`src/rtl/uart_pkg.sv`:
```
// Purpose: shared UART definitions (FSM encoding, counter sizing, parity modes).
// Latency: n/a (package only).
// Backpressure: n/a (package only).
//
// Contents:
//   ST_*           receiver FSM state encoding
//   PARITY_*       parity-mode encoding, shared with the matching transmitter
//   cnt_width()    width of a counter that must reach clks-1
package uart_pkg;

  // Receiver FSM states. Kept as plain 3-bit constants so older tools that
  // compare against raw state codes keep working.
  localparam logic [2:0] ST_IDLE   = 3'd0;
  localparam logic [2:0] ST_START  = 3'd1;
  localparam logic [2:0] ST_DATA   = 3'd2;
  localparam logic [2:0] ST_PARITY = 3'd3;
  localparam logic [2:0] ST_STOP   = 3'd4;

  // Parity-mode select: the value of the parity_odd input.
  localparam logic PARITY_EVEN = 1'b0;
  localparam logic PARITY_ODD  = 1'b1;

  // Width of a per-bit clock counter that counts 0 .. clks-1.
  // Guarded so a degenerate clks of 1 still yields a 1-bit counter.
  function automatic int unsigned cnt_width(input int unsigned clks);
    if (clks <= 1) begin
      return 1;
    end
    return $clog2(clks);
  endfunction

endpackage

```
`src/rtl/uart_sync.sv`:
```
// Purpose: STAGES-deep flop chain bringing an asynchronous level into the clock domain.
// Latency: STAGES cycles from d_i to q_o.
// Backpressure: none; samples every cycle.
//
// Ports:
//   clk_i  system clock
//   rst_i  synchronous active-high reset; every stage resets to 1 (idle line level)
//   d_i    asynchronous input
//   q_o    synchronised output
module uart_sync #(
  parameter int STAGES = 2
) (
  input  logic clk_i,
  input  logic rst_i,
  input  logic d_i,
  output logic q_o
);

  logic [STAGES-1:0] sync_q;

  // Reset to 1 so an idle serial line or an idle GPIO pull-up never shows a
  // spurious falling edge as reset is released.
  always_ff @(posedge clk_i) begin
    if (rst_i) begin
      sync_q <= '1;
    end else begin
      sync_q <= {sync_q[STAGES-2:0], d_i};
    end
  end

  assign q_o = sync_q[STAGES-1];

endmodule

```
`src/rtl/uart_rx_cfg.sv`:
```
// Purpose: runtime-configurable UART receiver (DATA_W data bits, optional even/odd parity, 1 or 2 stop bits).
// Latency: rx_valid rises about (1+DATA_W+parity+stops)*CLKS_PER_BIT - CLKS_PER_BIT/2 + 1 cycles after the synchronised start edge.
// Backpressure: one-entry holding register; a frame completing while it is full and not draining is dropped and sets sticky overrun.
//
// Ports:
//   PCLK, PRESET           clock and synchronous active-high reset
//   rx_en                  receiver enable; low aborts a frame in progress
//   parity_en/parity_odd   parity configuration, captured at the start edge
//   two_stop               check a second stop bit, captured at the start edge
//   rx_serial              asynchronous serial line, idle high
//   rx_data/rx_valid/rx_ready  holding register and its valid/ready handshake
//   parity_err/frame_err   error flags belonging to the held word
//   overrun                sticky dropped-frame flag, cleared by a handshake
//   busy                   FSM not idle
//
// Legal parameter ranges: CLKS_PER_BIT >= 4, DATA_W 5..9, SYNC_STAGES >= 2.
module uart_rx_cfg
  import uart_pkg::*;
#(
  parameter int CLKS_PER_BIT = 16,
  parameter int DATA_W       = 8,
  parameter int SYNC_STAGES  = 2
) (
  input  logic              PCLK,
  input  logic              PRESET,
  input  logic              rx_en,
  input  logic              parity_en,
  input  logic              parity_odd,
  input  logic              two_stop,
  input  logic              rx_serial,
  output logic [DATA_W-1:0] rx_data,
  output logic              rx_valid,
  input  logic              rx_ready,
  output logic              parity_err,
  output logic              frame_err,
  output logic              overrun,
  output logic              busy
);

  localparam int CNT_W = cnt_width(CLKS_PER_BIT);
  localparam int IDX_W = $clog2(DATA_W);

  // Mid-bit point of the start bit and the full-period sample point.
  localparam logic [CNT_W-1:0] CNT_HALF = CNT_W'((CLKS_PER_BIT - 1) / 2);
  localparam logic [CNT_W-1:0] CNT_LAST = CNT_W'(CLKS_PER_BIT - 1);
  localparam logic [IDX_W-1:0] IDX_LAST = IDX_W'(DATA_W - 1);

  // ---------------------------------------------------------------------
  // Input synchroniser plus one extra copy for falling-edge detection
  // ---------------------------------------------------------------------
  logic rx_s;
  logic rx_q;

  uart_sync #(
    .STAGES (SYNC_STAGES)
  ) u_sync (
    .clk_i (PCLK),
    .rst_i (PRESET),
    .d_i   (rx_serial),
    .q_o   (rx_s)
  );

  // ---------------------------------------------------------------------
  // Frame FSM state
  // ---------------------------------------------------------------------
  logic [2:0]        state_q,   state_d;
  logic [CNT_W-1:0]  cnt_q,     cnt_d;
  logic [IDX_W-1:0]  idx_q,     idx_d;
  logic [DATA_W-1:0] shift_q,   shift_d;
  logic              stop2_q,   stop2_d;     // in the second stop bit
  logic              pe_loc_q,  pe_loc_d;    // parity error of the frame in flight
  logic              fe_loc_q,  fe_loc_d;    // framing error of the frame in flight

  // Per-frame configuration snapshot taken at the start edge, so register
  // writes during a frame only apply to the next one.
  logic              cfg_par_q, cfg_par_d;
  logic              cfg_odd_q, cfg_odd_d;
  logic              cfg_two_q, cfg_two_d;

  // ---------------------------------------------------------------------
  // Holding register
  // ---------------------------------------------------------------------
  logic [DATA_W-1:0] rx_data_q,  rx_data_d;
  logic              rx_valid_q, rx_valid_d;
  logic              perr_q,     perr_d;
  logic              ferr_q,     ferr_d;
  logic              ovr_q,      ovr_d;

  logic              frame_done;   // final stop bit sampled this cycle
  logic              frame_fe;     // framing error including this cycle's sample
  logic              handshake;
  logic              load;
  logic              drop;

  // ---------------------------------------------------------------------
  // Next-state logic for the frame FSM
  // ---------------------------------------------------------------------
  always_comb begin
    state_d    = state_q;
    cnt_d      = cnt_q;
    idx_d      = idx_q;
    shift_d    = shift_q;
    stop2_d    = stop2_q;
    pe_loc_d   = pe_loc_q;
    fe_loc_d   = fe_loc_q;
    cfg_par_d  = cfg_par_q;
    cfg_odd_d  = cfg_odd_q;
    cfg_two_d  = cfg_two_q;
    frame_done = 1'b0;
    frame_fe   = fe_loc_q | ~rx_s;

    case (state_q)
      ST_IDLE: begin
        // Only a genuine 1->0 transition starts a frame; a line stuck low
        // (break or framing error) cannot retrigger.
        if (rx_en && rx_q && !rx_s) begin
          state_d   = ST_START;
          cnt_d     = '0;
          idx_d     = '0;
          stop2_d   = 1'b0;
          pe_loc_d  = 1'b0;
          fe_loc_d  = 1'b0;
          cfg_par_d = parity_en;
          cfg_odd_d = parity_odd;
          cfg_two_d = two_stop;
        end
      end

      ST_START: begin
        if (cnt_q == CNT_HALF) begin
          // Re-check the line at mid start bit; a high line means the edge
          // was a glitch and the frame is silently abandoned.
          cnt_d   = '0;
          state_d = rx_s ? ST_IDLE : ST_DATA;
        end else begin
          cnt_d = cnt_q + CNT_W'(1);
        end
      end

      ST_DATA: begin
        if (cnt_q == CNT_LAST) begin
          cnt_d          = '0;
          shift_d[idx_q] = rx_s;
          if (idx_q == IDX_LAST) begin
            state_d = cfg_par_q ? ST_PARITY : ST_STOP;
          end else begin
            idx_d = idx_q + IDX_W'(1);
          end
        end else begin
          cnt_d = cnt_q + CNT_W'(1);
        end
      end

      ST_PARITY: begin
        if (cnt_q == CNT_LAST) begin
          cnt_d    = '0;
          // Data XOR parity bit is 0 for correct even parity, 1 for correct
          // odd parity; folding in the mode leaves 1 only on a mismatch.
          pe_loc_d = (^shift_q) ^ rx_s ^ (cfg_odd_q == PARITY_ODD);
          state_d  = ST_STOP;
        end else begin
          cnt_d = cnt_q + CNT_W'(1);
        end
      end

      ST_STOP: begin
        if (cnt_q == CNT_LAST) begin
          cnt_d = '0;
          if (cfg_two_q && !stop2_q) begin
            stop2_d  = 1'b1;
            fe_loc_d = frame_fe;
          end else begin
            // Leave at mid stop bit so the next start edge is caught with
            // half a bit of margin.
            frame_done = 1'b1;
            state_d    = ST_IDLE;
          end
        end else begin
          cnt_d = cnt_q + CNT_W'(1);
        end
      end

      default: begin
        state_d = ST_IDLE;
      end
    endcase

    // Disabling the receiver discards any partial frame without touching
    // the holding register.
    if (!rx_en) begin
      state_d    = ST_IDLE;
      frame_done = 1'b0;
    end
  end

  // ---------------------------------------------------------------------
  // Holding register and overrun
  // ---------------------------------------------------------------------
  assign handshake = rx_valid_q & rx_ready;
  // A word drained in the same cycle frees the slot for the new frame.
  assign load      = frame_done & (~rx_valid_q | rx_ready);
  assign drop      = frame_done & rx_valid_q & ~rx_ready;

  always_comb begin
    rx_data_d  = rx_data_q;
    rx_valid_d = rx_valid_q;
    perr_d     = perr_q;
    ferr_d     = ferr_q;
    ovr_d      = ovr_q;

    if (load) begin
      rx_data_d  = shift_q;
      perr_d     = pe_loc_q;
      ferr_d     = frame_fe;
      rx_valid_d = 1'b1;
    end else if (handshake) begin
      rx_valid_d = 1'b0;
    end

    // Setting wins over clearing when a drop and a handshake coincide.
    if (drop) begin
      ovr_d = 1'b1;
    end else if (handshake) begin
      ovr_d = 1'b0;
    end
  end

  // ---------------------------------------------------------------------
  // Registers
  // ---------------------------------------------------------------------
  always_ff @(posedge PCLK) begin
    if (PRESET) begin
      rx_q       <= 1'b1;
      state_q    <= ST_IDLE;
      cnt_q      <= '0;
      idx_q      <= '0;
      shift_q    <= '0;
      stop2_q    <= 1'b0;
      pe_loc_q   <= 1'b0;
      fe_loc_q   <= 1'b0;
      cfg_par_q  <= 1'b0;
      cfg_odd_q  <= 1'b0;
      cfg_two_q  <= 1'b0;
      rx_data_q  <= '0;
      rx_valid_q <= 1'b0;
      perr_q     <= 1'b0;
      ferr_q     <= 1'b0;
      ovr_q      <= 1'b0;
    end else begin
      rx_q       <= rx_s;
      state_q    <= state_d;
      cnt_q      <= cnt_d;
      idx_q      <= idx_d;
      shift_q    <= shift_d;
      stop2_q    <= stop2_d;
      pe_loc_q   <= pe_loc_d;
      fe_loc_q   <= fe_loc_d;
      cfg_par_q  <= cfg_par_d;
      cfg_odd_q  <= cfg_odd_d;
      cfg_two_q  <= cfg_two_d;
      rx_data_q  <= rx_data_d;
      rx_valid_q <= rx_valid_d;
      perr_q     <= perr_d;
      ferr_q     <= ferr_d;
      ovr_q      <= ovr_d;
    end
  end

  assign rx_data    = rx_data_q;
  assign rx_valid   = rx_valid_q;
  assign parity_err = perr_q;
  assign frame_err  = ferr_q;
  assign overrun    = ovr_q;
  assign busy       = (state_q != ST_IDLE);

endmodule
```
`config.mk`:
```
export PLATFORM = sky130hd
export DESIGN_NAME = uart_rx_cfg
export DESIGN_NICKNAME = d
export VERILOG_FILES = /design/src/rtl/uart_pkg.sv /design/src/rtl/uart_sync.sv /design/src/rtl/uart_rx_cfg.sv
export SDC_FILE = /design/constraint.sdc
export NUM_CORES = 1
export LEC_CHECK = 0
export CAP_MARGIN = 20
export CORE_UTILIZATION = 58
export CTS_BUF_LIST = sky130_fd_sc_hd__clkbuf_8
export CTS_CLUSTER_DIAMETER = 30
export DETAILED_ROUTE_END_ITERATION = 6
export PLACE_DENSITY = 0.92
export SLEW_MARGIN = 20
export SYNTH_ARGS = -nofsm -noshare
export SYNTH_HDL_FRONTEND = slang
export SYNTH_SLANG_ARGS = --single-unit
```
`constraint.sdc`:
```
create_clock -name PCLK -period 2.5 [get_ports PCLK]
set_clock_uncertainty 0.2 [all_clocks]
set_input_delay 0.25 -clock PCLK [delete_from_list [all_inputs] [get_ports PCLK]]
set_output_delay 0.25 -clock PCLK [all_outputs]
set_load 0.1 [all_outputs]
```
==> results.cfg <==
[setup_path]
worst-path-max-fanout = 13
max_stage_delay_ns = 0.51
critical-path-slowest-cell = and4b_1
rrSetupSlack_ns = 0.22
cp-end-kind = register
setup.worst_path.start_class = register
worst-setup-path-type = register to register
timing.critical_path.cells = ha_1 > and3_1 > and4b_1 > a21oi_1 > a211oi_1
data_required_critical_path_ns = 2.50
critical_path_arrival_ns = 2.28

[job]
cap_violations = 0

[clock_network]
clk_pin_slew_ns = 0.07
cts_post_setup_buffers_inserted = 0
cts_root_buffer = clkbuf_8
cts_tree = done
cts-root-to-sink-buffers = 2
htreeDepth = 2
numClockSinks = 39
clock_latency_ns = 0.29
cts_hold_buf = 0
cts-buffers-inserted = 5
cts_resized = 0

[sta]
total_negative_setup_slacks_ns = 0
timing.final.crit_period_ns = 2.28
grt_setup_unrepaired = false
number_of_failing_setup_endpoints_in_the_final_timing_report = 0
max_slew_margin = 0.529
drv_slew = 0
min_period_over_period = 0.914
achievable-frequency_ghz = 0.438
final-hold-violation-count = 0
worstMarginPinSlew_ns = 0.705

[outcome]
status = complete, no violations

[power_and_ir_drop]
p_leak_uw = 0.000892
peakVddDrop_mv = 0.394
power-per-cell-area_nw_per_um2 = 554
p_total_uw = 1290

[yosys]
synth_async_sr_flop_share = 0
syn_area_um2 = 2020
synthesis.instances = 232
ys_types = 52
synth_enable_flop_cells = 0
syn-mean-instance-area_um2 = 8.70
synth.top_cell.area_share = 0.387
synthTopCellsByArea = dfxtp_1, a21oi_1, mux2i_1
yosysMostFrequentCell = dfxtp_1
post_synth_most_frequent_cells = dfxtp_1, a21oi_1, nand3_1, o21ai_0, nor2_1
synth-seq-area-share = 0.387
synth-warning-count = 0
synth_fp_nets = 243
ys.flop_type = dfxtp_1
yosys_register_bits = 39
synth.largest_area_cell = dfxtp_1

[route]
drc = 0
number_of_design_rule_violations_left_by_the_first_detailed_router_iteration = 67
wl_mm = 4.07
vias = 1719
vias_per_cell = 5.87
detail_route.wl_per_cell_um = 13.9
drt_pass1_iterations = 4
detail-route-antenna-nets = 0

[hold_path]
hold_class = register to register

[grt]
first_pass_grt_wire_length_mm = 6.58
gr-total-overflow = 0
grt_max_degree = 22
track_usage = 0.246
grt_antenna_before_repair = 0
vias_in_the_first_global_route = 1466

[final_layout]
n_fill_cell = 266
area.growth.synth_to_final_pct = 15.6
final_layout_size_suffix_gt1_frac = 0.130
num_antenna_cells = 0
fin_nets = 257

[place]
port-buffer-count = 20
dpl.hpwl_mm = 2.91
gp_routability_congestion = 0.821

[die]
die_x_um = 61.0
die_y_um = 61.0
num_rows = 21
floorplan.io_pins = 21
die_area_um2 = 3720
initial_core_util = 0.605
core_area_um2 = 3340
## final cells by class
class | instances | area (µm²) | area share
clock buffers | 5 | 68.8 | 0.0295
flip-flops and latches | 39 | 781 | 0.335
clock inverters | 3 | 63.8 | 0.0273
multi-input cells | 173 | 1140 | 0.487
well taps | 46 | 57.6 | 0.0247
repair buffers | 25 | 218 | 0.0933
inverters | 2 | 7.51 | 0.00322
## flip-flops by register name, indices dropped and copies added (netlist names), 2 cells and up
| register | flops |
|---|---|
| cnt_q | 4 |
| state_q | 3 |
| shift_q | 8 |
| rx_data | 8 |
| u_sync.sync_q | 2 |
| idx_q | 3 |
## logic make-up (layout without fill, tap and decap cells)
family / Yosys count / in the layout / synth area share
compound gates: 62 / 62 / 0.181
xor+xnor: 9 / 9 / 0.0459
simple gates: 91 / 91 / 0.278
buf+inv: 20 / 35 / 0.0496
flops: 39 / 39 / 0.387
mux: 8 / 8 / 0.0397
fa+ha+maj: 3 / 3 / 0.0186
## per-stage QoR
stage / instance area (µm²) / hold WS (ns) / std cells / util / worst slack (ns)
5_1_grt: 2330 / 0.256 / 293 / 0.699 / 0.0499
2_1_floorplan: 2020 / 0.152 / 232 / - / 0.480
3_5_place_dp: 2200 / 0.214 / 285 / 0.660 / 0.265
6_report: 2330 / 0.232 / 293 / 0.699 / 0.215
3_3_place_gp: 2200 / 0.197 / 285 / 0.660 / 0.371
4_1_cts: 2330 / 0.236 / 293 / 0.699 / 0.246
## layer usage
layer,global-route usage,wire length [µm],up-vias
li1,-,-,875
met1,0.300,1820,798
met2,0.407,2060,42
met3,0.0682,151,4
met4,0.107,42,0
met5,0,0,-
## cell usage in the layout (no fill, tap or decap), types with 2 or more instances in the layout
cell type         n
buf_4            17
nand4b_1          4
clkdlybuf4s50_1   7
nor3_1            2
or2_2             3
a21oi_1          26
and2_1            2
clkbuf_8          5
o21ai_1           3
mux2i_1           8
o21ai_0          16
nand3b_1          4
xnor2_1           5
nor2b_1           6
dfxtp_1          39
nor3b_1           2
ha_1              3
and3b_1           2
or3b_1            2
or3_1             2
a211oi_1          3
bufinv_16         2
nand3_1          16
nand2b_1          4
nand4_1           7
nand2_1          10
xor2_1            3
a22oi_1           2
inv_1             3
a221oi_1          2
or4_1             2
nor2_1           15
## critical path, delay by kind of cell (launching register included)
family                   cells  cell delay, ns
AND/OR/NAND/NOR              2            0.98
flip-flops                   1            0.37
AO/OA/AOI/OAI                2            0.34
adder cells (fa/ha/maj)      1            0.30
## final timing paths
check | from | end | cells after the start
setup / recovery | cnt_q[0] | overrun | 5
setup reg to reg | cnt_q[0] | overrun | 5
hold / removal | u_sync.sync_q[0] | u_sync.sync_q[1] | 1
hold reg to reg | u_sync.sync_q[0] | u_sync.sync_q[1] | 1
## report_power, final
group | total [µW] | switching [µW] | leakage [µW] | internal (µW)
combinational | 53.4 | 27.8 | 0.000507 | 25.6
clock | 610 | 216 | 0.0000695 | 395
sequential | 629 | 4.29 | 0.000315 | 624
(Power assumes the default switching activity.)
